[src/rtl/inst_package.sv]
// Shared instruction-level definitions: opcodes, exec types, latency classes
// and default pipeline latencies used by decode-side hazard logic.
package inst_package;

  typedef enum logic [5:0] {
    OP_ADD   = 6'd0,
    OP_SUB   = 6'd1,
    OP_LI    = 6'd2,
    OP_LD    = 6'd3,
    OP_ST    = 6'd4,
    OP_BL    = 6'd5,
    OP_IN    = 6'd6,
    OP_FADD  = 6'd7,
    OP_FSUB  = 6'd8,
    OP_FMUL  = 6'd9,
    OP_FDIV  = 6'd10,
    OP_FSQRT = 6'd11,
    OP_FTOI  = 6'd12,
    OP_ITOF  = 6'd13
  } opcode_e;

  typedef enum logic [1:0] {
    EX_INT = 2'd0,
    EX_LSU = 2'd1,
    EX_FPU = 2'd2,
    EX_BRU = 2'd3
  } exec_e;

  typedef enum logic [1:0] {
    CLS_ALU = 2'd0,
    CLS_LD  = 2'd1,
    CLS_FPU = 2'd2,
    CLS_DIV = 2'd3
  } cls_e;

  localparam int unsigned DEF_LAT_ALU = 2;
  localparam int unsigned DEF_LAT_LD  = 3;
  localparam int unsigned DEF_LAT_FPU = 4;
  localparam int unsigned DEF_LAT_DIV = 16;

endpackage

[src/rtl/sb_counter.sv]
// Countdown register: loads a value, otherwise decrements and holds at zero.
module sb_counter #(
  parameter int unsigned CW = 5
) (
  input  logic          clk,
  input  logic          rstn,
  input  logic          i_load,
  input  logic [CW-1:0] i_load_val,
  output logic [CW-1:0] o_cnt
);

  logic [CW-1:0] r_cnt;

  always_ff @(posedge clk) begin
    if (!rstn)
      r_cnt <= '0;
    else if (i_load)
      r_cnt <= i_load_val;
    else if (r_cnt != '0)
      r_cnt <= r_cnt - 1'b1;
  end

  assign o_cnt = r_cnt;

endmodule

[src/rtl/issue_scoreboard.sv]
// Dual-slot issue scoreboard: per-register countdowns, FDIV arbitration, interlock.
// Optional stall counters are enabled with `define SCOREBOARD_PERF_EN.
module issue_scoreboard
  import inst_package::*;
#(
  parameter int unsigned LAT_ALU = DEF_LAT_ALU,
  parameter int unsigned LAT_LD  = DEF_LAT_LD,
  parameter int unsigned LAT_FPU = DEF_LAT_FPU,
  parameter int unsigned LAT_DIV = DEF_LAT_DIV
) (
  input  logic       clk,
  input  logic       rstn,
  input  logic       valid,
  input  logic       flush,
  input  logic [2:0] u_src_use,
  input  logic [2:0] l_src_use,
  input  logic [4:0] u_rs,
  input  logic [4:0] u_ra,
  input  logic [4:0] u_rb,
  input  logic [4:0] l_rs,
  input  logic [4:0] l_ra,
  input  logic [4:0] l_rb,
  input  logic [4:0] u_rt,
  input  logic [4:0] l_rt,
  input  logic       u_we,
  input  logic       l_we,
  input  logic [1:0] u_cls,
  input  logic [1:0] l_cls,
  output logic       interlock,
  output logic       issue,
  output logic       div_busy,
  output logic       bundle_err
`ifdef SCOREBOARD_PERF_EN
  ,
  output logic [31:0] stall_cycles,
  output logic [31:0] div_stall_cycles
`endif
);

  localparam int unsigned CW = $clog2(LAT_DIV + 1);

  // Counters hold L-1 after issue so a consumer issues exactly L cycles later.
  function automatic logic [CW-1:0] lat_of(input logic [1:0] cls);
    logic [CW-1:0] v;
    case (cls_e'(cls))
      CLS_ALU: v = CW'(LAT_ALU - 1);
      CLS_LD:  v = CW'(LAT_LD - 1);
      CLS_FPU: v = CW'(LAT_FPU - 1);
      default: v = CW'(LAT_DIV - 1);
    endcase
    return v;
  endfunction

  logic [CW-1:0] w_cnt [32];
  logic [CW-1:0] w_load_val [32];
  logic [31:0]   w_load;
  logic [31:0]   w_hit_u;
  logic [31:0]   w_hit_l;
  logic [CW-1:0] w_lat_u;
  logic [CW-1:0] w_lat_l;
  logic [CW-1:0] w_lat_max;
  logic [CW-1:0] w_div_cnt;
  logic          w_raw;
  logic          w_waw;
  logic          w_struct;
  logic          w_hazard;
  logic          w_go;
  logic          w_any_div;
  logic          w_illegal;
  logic          r_bundle_err;

  assign w_raw = (u_src_use[2] && (w_cnt[u_rs] != '0)) ||
                 (u_src_use[1] && (w_cnt[u_ra] != '0)) ||
                 (u_src_use[0] && (w_cnt[u_rb] != '0)) ||
                 (l_src_use[2] && (w_cnt[l_rs] != '0)) ||
                 (l_src_use[1] && (w_cnt[l_ra] != '0)) ||
                 (l_src_use[0] && (w_cnt[l_rb] != '0));
  assign w_waw = (u_we && (w_cnt[u_rt] != '0)) || (l_we && (w_cnt[l_rt] != '0));
  assign w_any_div = (u_cls == CLS_DIV) || (l_cls == CLS_DIV);
  assign w_struct  = w_any_div && (w_div_cnt != '0);
  assign w_hazard  = w_raw || w_waw || w_struct;
  assign w_go      = valid && !flush;
  assign interlock = w_go && w_hazard;
  assign issue     = w_go && !w_hazard;

  assign w_illegal = (u_we && ((l_src_use[2] && (l_rs == u_rt)) ||
                               (l_src_use[1] && (l_ra == u_rt)) ||
                               (l_src_use[0] && (l_rb == u_rt)))) ||
                     (u_we && l_we && (u_rt == l_rt)) ||
                     ((u_cls == CLS_DIV) && (l_cls == CLS_DIV));

  assign w_hit_u   = 32'(u_we) << u_rt;
  assign w_hit_l   = 32'(l_we) << l_rt;
  assign w_lat_u   = lat_of(u_cls);
  assign w_lat_l   = lat_of(l_cls);
  assign w_lat_max = (w_lat_u > w_lat_l) ? w_lat_u : w_lat_l;

  always_comb begin
    w_load = '0;
    for (int unsigned i = 0; i < 32; i++) begin
      w_load[i]     = issue && (w_hit_u[i] || w_hit_l[i]);
      w_load_val[i] = (w_hit_u[i] && w_hit_l[i]) ? w_lat_max :
                      w_hit_u[i] ? w_lat_u : w_lat_l;
    end
  end

  for (genvar g = 0; g < 32; g++) begin : g_reg_cnt
    sb_counter #(.CW(CW)) u_cnt (
      .clk        (clk),
      .rstn       (rstn),
      .i_load     (w_load[g]),
      .i_load_val (w_load_val[g]),
      .o_cnt      (w_cnt[g])
    );
  end

  sb_counter #(.CW(CW)) u_div_cnt (
    .clk        (clk),
    .rstn       (rstn),
    .i_load     (issue && w_any_div),
    .i_load_val (CW'(LAT_DIV - 1)),
    .o_cnt      (w_div_cnt)
  );

  assign div_busy = (w_div_cnt != '0);

  always_ff @(posedge clk) begin
    if (!rstn)
      r_bundle_err <= 1'b0;
    else if (issue && w_illegal)
      r_bundle_err <= 1'b1;
  end

  assign bundle_err = r_bundle_err;

`ifdef SCOREBOARD_PERF_EN
  logic [31:0] r_stall_cycles;
  logic [31:0] r_div_stall_cycles;

  always_ff @(posedge clk) begin
    if (!rstn) begin
      r_stall_cycles     <= '0;
      r_div_stall_cycles <= '0;
    end else begin
      if (interlock && (r_stall_cycles != '1))
        r_stall_cycles <= r_stall_cycles + 1'b1;
      if (w_go && w_struct && !w_raw && !w_waw && (r_div_stall_cycles != '1))
        r_div_stall_cycles <= r_div_stall_cycles + 1'b1;
    end
  end

  assign stall_cycles     = r_stall_cycles;
  assign div_stall_cycles = r_div_stall_cycles;
`endif

endmodule
[config.mk]
export PLATFORM = sky130hd
export DESIGN_NAME = issue_scoreboard
export DESIGN_NICKNAME = d
export VERILOG_FILES = /design/src/rtl/inst_package.sv /design/src/rtl/sb_counter.sv /design/src/rtl/issue_scoreboard.sv
export SDC_FILE = /design/constraint.sdc
export NUM_CORES = 1
export LEC_CHECK = 0
export ABC_AREA = 0
export BUFFER_PORTS_ARGS = -buffer_cell sky130_fd_sc_hd__buf_2
export CORE_ASPECT_RATIO = 0.8
export CORE_MARGIN = 4
export CORE_UTILIZATION = 43
export CTS_BUF_LIST = sky130_fd_sc_hd__clkbuf_8
export CTS_CLUSTER_DIAMETER = 120
export DETAILED_ROUTE_END_ITERATION = 8
export PLACE_DENSITY = 0.62
export SLEW_MARGIN = 20
export SYNTH_ARGS = -nofsm -noshare
export SYNTH_HDL_FRONTEND = slang
export SYNTH_SLANG_ARGS = --single-unit
[constraint.sdc]
create_clock -name clk -period 14.1 [get_ports clk]
set_input_delay 3.525 -clock clk [delete_from_list [all_inputs] [get_ports clk]]
set_output_delay 3.525 -clock clk [all_outputs]
set_load 0.01 [all_outputs]
==> results of run 1 <==
-- per-layer routing --
metal	wire, um	vias to the layer above	share of wire, %	track usage, %
li1	-	7586	-	-
met1	26600	7762	43	42.4
met2	25700	880	42	46.3
met3	7060	136	12	7.91
met4	1850	4	3.0	9.07
met5	36	-	0.059	0
-- cell type report --
cell class / count / area (um^2)
flip-flops and latches: 166 / 3320
multi-input cells: 1696 / 11500
clock inverters: 15 / 165
fillers: 3657 / 19300
clock buffers: 17 / 234
repair buffers: 80 / 459
well taps: 480 / 601
inverters: 113 / 424
-- cell usage after synthesis, drive strengths merged, types with 9 or more instances --
library cell / n / share of area (%)
a2111oi: 11 / 0.73
a211oi: 20 / 0.96
a21o: 17 / 0.81
a21oi: 89 / 2.8
a22oi: 10 / 0.48
a311oi: 9 / 0.50
a31oi: 22 / 0.88
and2: 19 / 0.76
and3: 13 / 0.52
and4: 9 / 0.50
buf: 19 / 0.59
clkbuf: 105 / 2.5
dfxtp: 166 / 21
ha: 70 / 5.6
inv: 108 / 2.6
mux2i: 178 / 11
mux4: 26 / 3.7
nand2: 338 / 8.1
nand2b: 38 / 1.5
nand3: 66 / 2.2
nand4: 17 / 0.68
nor2: 135 / 4.0
nor2b: 19 / 0.76
nor3: 148 / 4.7
nor3b: 9 / 0.43
nor4: 24 / 0.96
o2111ai: 9 / 0.54
o211ai: 43 / 2.1
o21a: 15 / 0.72
o21ai: 82 / 2.6
o311ai: 34 / 1.9
o31ai: 12 / 0.57
or2: 9 / 0.36
or3: 17 / 0.68
or4: 26 / 1.3
xnor2: 46 / 2.6
xor2: 31 / 1.7
-- power by group --
group	switching [mW]	total, mW	internal (mW)
sequential	0.301	0.987	0.686
combinational	1.54	2.52	0.974
clock	0.227	0.374	0.147
total	2.07	3.88	1.81
-- state kept, by name (all words and copies together), names as in the netlist --
register,cells
g_reg_cnt.u_cnt.o_cnt,160
bundle_err,1
u_div_cnt.o_cnt,5
-- logic make-up (layout without fill, tap and decap cells) --
| family | after synthesis | count (layout) | synth area share (%) |
|---|---|---|---|
| AO/OA/AOI/OAI | 426 | 426 | 18.7 |
| XOR/XNOR | 77 | 77 | 4.29 |
| adder cells (fa/ha/maj) | 70 | 70 | 5.58 |
| buffers and inverters | 237 | 225 | 5.80 |
| flip-flops | 166 | 166 | 21.2 |
| multiplexers | 211 | 211 | 15.6 |
| AND/OR/NAND/NOR | 912 | 912 | 28.9 |
-- path summary, 6_finish.rpt --
| check | from | endpoint | cells past startpoint |
|---|---|---|---|
| max | u_rt[1] | issue | 12 |
| min | u_div_cnt.o_cnt[4]$_SDFFE_PP0P_ | u_div_cnt.o_cnt[4]$_SDFFE_PP0P_ | 1 |
| max reg2reg | g_reg_cnt[5].u_cnt.o_cnt[0]$_SDFFE_PN0P_ | g_reg_cnt[18].u_cnt.o_cnt[4]$_SDFFE_PN0P_ | 9 |
| min reg2reg | u_div_cnt.o_cnt[4]$_SDFFE_PP0P_ | u_div_cnt.o_cnt[4]$_SDFFE_PP0P_ | 1 |
==> key figures, run 1 <==
Setup path
  • Worst-path maximum fanout: 36
  • Worst setup SP type: primary input
  • Worst EP required: 10570 ps
  • CP dominant cell by count: buf_2
  • CP Capture Type: output pin
  • Reg2Reg Setup Slack: 9360 ps
  • Crit path max-delay family: simple AND/OR/NAND/NOR gates
  • WP data arrival: 6660 ps
  • CP peak stage delay: 840 ps
  • Critical path's slowest cell: nor2b_1
  • CP Cell Sequence: buf_2 -> nor2b_1 -> a22oi_1 -> o31ai_1 -> a221oi_1 -> a21oi_1 -> a32o_1 -> and4_1 -> buf_4 -> nand3_1 -> inv_1 -> buf_2
  • Crit path buffers/inverters: 4
  • WS Path Type: in2out

CTS
  • Hold_buf cts: 0
  • Clk sinks: 166
  • CTS root buf: clkbuf_8
  • Htree depth: 4
  • Clock transition at path regs: 110 ps
  • Max clock buf depth: 2
  • Setup Buffers After CTS: 0
  • Worst-Skew Late Latency: 530 ps
  • TritonCTS clock tree: done
  • Num CTS Buffers: 17
  • # resized after CTS: 0

Power
  • Power density over the cells: 232 nW/um^2
  • Leak: 6.09 nW
  • VDD IR max: 0.115 mV
  • Post-layout total power: 3.88 mW

Timing
  • Crit path time final: 10180 ps
  • Final period util: 72.2%
  • Max-slew violations: 0
  • RSZ-0062 raised after global routing: false
  • Worst-case clock skew: 17.4 ps
  • Hold WS: 488 ps
  • Max Fclk: 98.2 MHz
  • Worst slew margin: 22.9%
  • Final setup fails: 0
  • Worst setup margin: 3920 ps
  • Final TNS setup: 0 ps
  • Final count of hold timing violations: 0
  • Least-Margin Pin Slew: 1150 ps

Logic synthesis
  • Top_reg_cell synth: dfxtp_1
  • Yosys warns: 0
  • Post-Syn Area per Cell: 7.48 um^2
  • Number of synthesized flops with an enable pin: 0
  • Post-Synthesis Cells: 2099
  • Mapped Area: 15700 um^2
  • Syn Nets: 2225
  • Cell variety after synth: 79
  • Asr flop ratio synth: 0%
  • Post-synthesis register bit count: 166
  • Sequential area share after synthesis: 21.2%

Run
  • Max-cap violations: 0

Global routing
  • First-pass GRT wire length: 93200 um
  • Congestion Overflow GR: 0
  • Total GRT Usage: 30.4%
  • Largest net degree at the start of global routing: 112
  • Initial antenna violation count: 4
  • Vias in the first global route: 15100

Drt
  • Starting DRT DRC Count: 2001
  • First-pass detailed-route iteration total: 6
  • Post-route ant nets: 0
  • WL final: 61300 um
  • Vias per inst: 6.38
  • Wire length per cell: 23.9 um
  • DRC: 0
  • Via count: 16400

Placement
  • Placer congestion estimate: 1.02
  • Post-Place Worst Slack: 3990 ps
  • IO Port Bufs: 59
  • Inst Count DP: 2535
  • Placed wire-length estimate: 45100 um
  • Area after DPL: 16300 um^2

Final layout
  • Design area: 16700 um^2
  • Commonest non-fill, non-tap cell in the layout: nand2_1
  • Fin util: 46.5%
  • Commonest non-fill, non-tap cells in the layout: 338 x nand2_1, 178 x mux2i_1, 166 x dfxtp_1, 146 x nor3_1, 116 x nor2_1
  • Post-route non-filler standard cell count: 2567
  • N_diodes: 0
  • Net count, final: 2200
  • Synthesis-to-finish area growth: 6.46%
  • Layout cells sized above 1: 9.54%

Floorplan
  • Initial Util: 43.6%
  • Row count: 62
  • Die W: 222 um
  • CORE AREA: 36000 um^2
  • Ports: 60
  • Die area: 39700 um^2
  • Die Y: 179 um

Status
  • Outcome: finished clean

Worst hold path
  • Hold Path Class: reg2reg
Note: power is estimated with default switching activity, not from simulation.
==> run 2, diff against run 1 <==
- PLACE_DENSITY: 0.62 -> 0.64
- clock period: 14.1 -> 9.1 ns (I/O delays scaled with it)
==> run 2 against run 1 <==
- core utilization up 0.059 points
- count of clock-buffer cells in the layout unchanged
- sequential share of layout area about the same
- setup slack worse by 2400 ps
- final area up 0.13%
- first-iteration DRC count up 4.7%
- sequential power up 55%
- combinational power up 56%
- clock power up 55%
- register-to-register slack worse by 5000 ps
- die area unchanged
- global-route usage down 0.11 points
- critical path type unchanged
==> key figures, run 2 (synthesized netlist as in run 1, its figures left out) <==
Power
  • Clock network power share: 9.6%
  • VDD IR max: 0.195 mV
  • Net switching power: 3.27 mW
  • Int Pwr: 2.79 mW
  • Sw Ratio: 54.0%
  • Sequential power share: 25.3%
  • Leak: 6.10 nW
  • Power density over the cells: 362 nW/um^2
  • Comb pwr share: 65.1%

Timing
  • Final count of hold timing violations: 0
  • Worst-case clock skew: 18.6 ps
  • Max Fclk: 132 MHz
  • Max-slew violations: 0
  • Final period util: 83.1%
  • Least-Margin Pin Slew: 1260 ps
  • Final setup fails: 0
  • Final TNS setup: 0 ps
  • RSZ-0062 raised after global routing: false
  • Hold WS: 488 ps
  • Worst slew margin: 15.2%
  • Crit path time final: 7560 ps

Drt
  • Starting DRT DRC Count: 2096
  • Vias per inst: 6.40
  • First-pass detailed-route iteration total: 5
  • Via count: 16400
  • Post-route ant nets: 0
  • WL final: 61700 um
  • DRC: 0
  • Wire length per cell: 24.1 um

Floorplan
  • CORE AREA: 36000 um^2
  • Die Y: 179 um
  • Initial Util: 43.6%
  • Ports: 60
  • Row count: 62
  • Die area: 39700 um^2
  • Die W: 222 um

Final layout
  • Synthesis-to-finish area growth: 6.60%
  • Fillers: 3692
  • N_diodes: 0
  • Net count, final: 2199
  • Layout cells sized above 1: 9.68%
  • Post-route non-filler standard cell count: 2566
  • Commonest non-fill, non-tap cell in the layout: nand2_1
  • Fin util: 46.5%
  • Max FFs per register: 160
  • Commonest non-fill, non-tap cells in the layout: 338 x nand2_1, 178 x mux2i_1, 166 x dfxtp_1, 144 x nor3_1, 116 x nor2_1

CTS
  • Clock transition at path regs: 120 ps
  • Max clock buf depth: 2
  • Worst-Skew Late Latency: 530 ps
  • Clk sinks: 166
  • Setup Buffers After CTS: 0
  • # resized after CTS: 0
  • TritonCTS clock tree: done
  • Hold_buf cts: 0
  • Num CTS Buffers: 17
  • CTS root buf: clkbuf_8
  • Htree depth: 4

Worst hold path
  • Hold Path Class: reg2reg

Setup path
  • Worst setup SP type: primary input
  • Worst r2r dst: g_reg_cnt[18].u_cnt.o_cnt[4]$_SDFFE_PN0P_
  • Worst Setup SP: l_rb[1]
  • Worst EP required: 6830 ps
  • Worst R2R Path Depth: 9
  • Reg2Reg Setup Slack: 4380 ps
  • Worst Setup EP: issue
  • WP data arrival: 5290 ps
  • Reg-to-reg startpoint: g_reg_cnt[2].u_cnt.o_cnt[4]$_SDFFE_PN0P_
  • CP Capture Type: output pin
  • WS Path Type: in2out
  • Worst-path maximum fanout: 36

Global routing
  • Largest net degree at the start of global routing: 128
  • Total GRT Usage: 30.3%
  • GR met1 Demand/Resource: 42.2%
  • Met2 usage: 44.9%
  • Vias in the first global route: 15000
  • Congestion Overflow GR: 0
  • M3 GR Usage: 9.12%
  • Initial antenna violation count: 4
  • First-pass GRT wire length: 92400 um
  • Global route hottest layer: met2

Status
  • Outcome: finished clean

Placement
  • Inst Count DP: 2534
  • Placed wire-length estimate: 45000 um
  • IO Port Bufs: 59
  • Placer congestion estimate: 1.03

Run
  • Max-cap violations: 0
==> run 2: worst min-delay path by stage <==
stage	startpoint	endpoint	slack (ps)	cells past startpoint
after detailed placement	u_div_cnt.o_cnt[4]$_SDFFE_PP0P_	u_div_cnt.o_cnt[4]$_SDFFE_PP0P_	470	1
after global routing	u_div_cnt.o_cnt[4]$_SDFFE_PP0P_	u_div_cnt.o_cnt[4]$_SDFFE_PP0P_	520	1
after floorplan	u_div_cnt.o_cnt[4]$_SDFFE_PP0P_	u_div_cnt.o_cnt[4]$_SDFFE_PP0P_	440	1
after global placement	bundle_err$_SDFFE_PN0P_	bundle_err$_SDFFE_PN0P_	450	2
final	u_div_cnt.o_cnt[4]$_SDFFE_PP0P_	u_div_cnt.o_cnt[4]$_SDFFE_PP0P_	490	1
after CTS	u_div_cnt.o_cnt[4]$_SDFFE_PP0P_	u_div_cnt.o_cnt[4]$_SDFFE_PP0P_	490	1
==> run 2: worst max-delay path, stage by stage <==
cell and delay, ps:
buf_2 200, inv_2 220, mux4_2 520, nor4b_1 410, o311ai_1 160, o41a_1 180, a2111oi_4 430, and4_1 240
buf_4 340, nand3_1 120, inv_1 60, buf_2 120
==> run 2: final cells by class <==
class / instances / area [um^2] / share of cell area, %
clock buffers: 17 / 234 / 1.40
well taps: 480 / 601 / 3.59
multi-input cells: 1696 / 11500 / 68.9
clock inverters: 15 / 174 / 1.04
inverters: 113 / 424 / 2.53
flip-flops and latches: 166 / 3320 / 19.9
repair buffers: 79 / 452 / 2.70
==> run 2: metrics by stage <==
stage               instance area [um^2]  setup WS [ps]  power [mW]
floorplan                          15700           2080        4.09
global placement                   16300           1760        5.25
CTS                                16700           1600        5.91
finish                             16700           1540        6.06
detailed placement                 16300           1610        5.30
global route                       16700           1440        6.46
==> run 2: routing by layer <==
metal,up-vias,share of wire (%)
met5,-,0.081
met4,6,3.4
met3,158,12
met2,883,41
met1,7800,43
li1,7583,-
==> run 2: power by group through the flow <==
| stage | clock network [mW] | logic (mW) | registers (mW) |
|---|---|---|---|
| floorplan | 0 | 2.73 | 1.36 |
| global placement | 0 | 3.73 | 1.52 |
| detailed placement | 0 | 3.78 | 1.53 |
| CTS | 0.590 | 3.80 | 1.51 |
| global route | 0.616 | 4.25 | 1.59 |
| finish | 0.579 | 3.94 | 1.53 |
==> run 3, diff against run 2 <==
- clock period: 9.1 -> 6.45 ns (I/O delays scaled with it)
==> run 3 against run 2 <==
- sequential share of layout area is 0.20 points lower
- cell count is 1.0% higher
- die area stayed put
- setup slack worse by 980 ps
- wire length is 1.2% lower
- critical path depth stayed put
- clock skew is 2.5 ps higher
- highest routed layer unchanged
==> key figures, run 3 (synthesized netlist as in run 1, its figures left out) <==
CTS
  • Num CTS Buffers: 17
  • Clock transition at path regs: 110 ps
  • Hold_buf cts: 0
  • Setup Buffers After CTS: 0
  • Clk sinks: 166
  • TritonCTS clock tree: done
  • # resized after CTS: 0
  • Htree depth: 4
  • Worst-Skew Late Latency: 530 ps
  • Max clock buf depth: 2
  • CTS root buf: clkbuf_8

Setup path
  • WS Path Type: in2out
  • CP Cell Sequence: buf_2 -> inv_2 -> mux4_2 -> nor4b_1 -> buf_4 -> o311ai_1 -> o41a_1 -> a2111oi_4 -> and4_1 -> nand3_1 -> inv_1 -> buf_2
  • WP data arrival: 4280 ps
  • Crit path buffers/inverters: 5
  • Worst EP required: 4840 ps
  • Worst-path maximum fanout: 13
  • Critical path's slowest cell: mux4_2
  • CP peak stage delay: 490 ps
  • Crit path max-delay family: simple AND/OR/NAND/NOR gates
  • Worst setup SP type: primary input
  • CP dominant cell by count: buf_2
  • CP Capture Type: output pin

Floorplan
  • Die area: 39700 um^2
  • CORE AREA: 36000 um^2
  • Ports: 60
  • Row count: 62
  • Die Y: 179 um
  • Initial Util: 43.6%
  • Die W: 222 um

Power
  • Comb pwr share: 65.3%
  • Power density over the cells: 505 nW/um^2
  • Clock network power share: 9.7%
  • Sequential power share: 25.0%
  • Leak: 6.22 nW
  • Sw Ratio: 53.0%
  • Int Pwr: 4.01 mW
  • Net switching power: 4.52 mW
  • VDD IR max: 0.265 mV

Global routing
  • M3 GR Usage: 6.88%
  • Congestion Overflow GR: 0
  • Largest net degree at the start of global routing: 76
  • First-pass GRT wire length: 91500 um
  • Global route hottest layer: met2
  • Total GRT Usage: 29.8%
  • GR met1 Demand/Resource: 43.0%
  • Met2 usage: 44.6%
  • Vias in the first global route: 14800
  • Initial antenna violation count: 3

Placement
  • IO Port Bufs: 59
  • Placed wire-length estimate: 45500 um
  • Placer congestion estimate: 1.04

Final layout
  • Fin util: 47.0%
  • Fillers: 3592
  • Net count, final: 2224
  • Max FFs per register: 160
  • Commonest non-fill, non-tap cells in the layout: 338 x nand2_1, 178 x mux2i_1, 166 x dfxtp_1, 146 x nor3_1, 116 x nor2_1
  • Synthesis-to-finish area growth: 7.67%
  • Layout cells sized above 1: 10.5%
  • Commonest non-fill, non-tap cell in the layout: nand2_1

Drt
  • First-pass detailed-route iteration total: 9
  • Starting DRT DRC Count: 2016
  • Via count: 16500
  • Post-route ant nets: 0
  • Vias per inst: 6.37
  • DRC: 0
  • WL final: 61000 um
  • Wire length per cell: 23.5 um

Run
  • Max-cap violations: 0

Timing
  • Final count of hold timing violations: 0
  • RSZ-0062 raised after global routing: false
  • Final TNS setup: 0 ps
  • Final period util: 91.3%
  • Crit path time final: 5890 ps
  • Max Fclk: 170 MHz
  • Worst slew margin: 21.5%
  • Max-slew violations: 0
  • Final setup fails: 0
  • Worst-case clock skew: 21.2 ps
  • Least-Margin Pin Slew: 1170 ps

Status
  • Outcome: finished clean

Worst hold path
  • Hold Path Class: reg2reg
## run 3: final timing paths
path                                                     to  slack, ps                                      start  cells after the start
setup / recovery                                      issue        560                                    l_rb[1]                     12
hold reg to reg             u_div_cnt.o_cnt[4]$_SDFFE_PP0P_        480            u_div_cnt.o_cnt[4]$_SDFFE_PP0P_                      1
hold / removal              u_div_cnt.o_cnt[4]$_SDFFE_PP0P_        480            u_div_cnt.o_cnt[4]$_SDFFE_PP0P_                      1
setup reg to reg  g_reg_cnt[18].u_cnt.o_cnt[4]$_SDFFE_PN0P_       1680  g_reg_cnt[17].u_cnt.o_cnt[0]$_SDFFE_PN0P_                      9
## run 3: metrics by stage
stage               power (mW)  cell area [um^2]  worst slack, ps  hold WS, ps  instances
finish                    8.53             16900              558          483       2592
global route              9.12             16900              488          501       2592
global placement          7.39             16500              648          459       2559
detailed placement        7.49             16500              595          459       2559
floorplan                 5.77             15700              757          445       2099
CTS                       8.34             16900              599          488       2591
## run 3: layout make-up
| class | instances | area [um^2] | share of cell area [%] |
|---|---|---|---|
| diodes | 1 | 2.50 | 0.0148 |
| clock buffers | 17 | 234 | 1.38 |
| clock inverters | 15 | 178 | 1.05 |
| inverters | 113 | 424 | 2.51 |
| multi-input cells | 1696 | 11500 | 68.1 |
| flip-flops and latches | 166 | 3320 | 19.7 |
| well taps | 480 | 601 | 3.55 |
| repair buffers | 104 | 639 | 3.78 |
## run 3: power groups by stage
stage	Clock (mW)	Combinational (mW)	Sequential, mW
6_report	0.824	5.57	2.14
5_1_grt	0.883	6.03	2.21
4_1_cts	0.842	5.39	2.11
3_5_place_dp	0	5.35	2.14
3_3_place_gp	0	5.26	2.13
2_1_floorplan	0	3.85	1.92
## run 3: per-layer routing
metal,wire [um],vias to the layer above
met2,25400,961
met3,7050,139
met5,38,-
met1,26800,7768
met4,1720,4
li1,-,7640
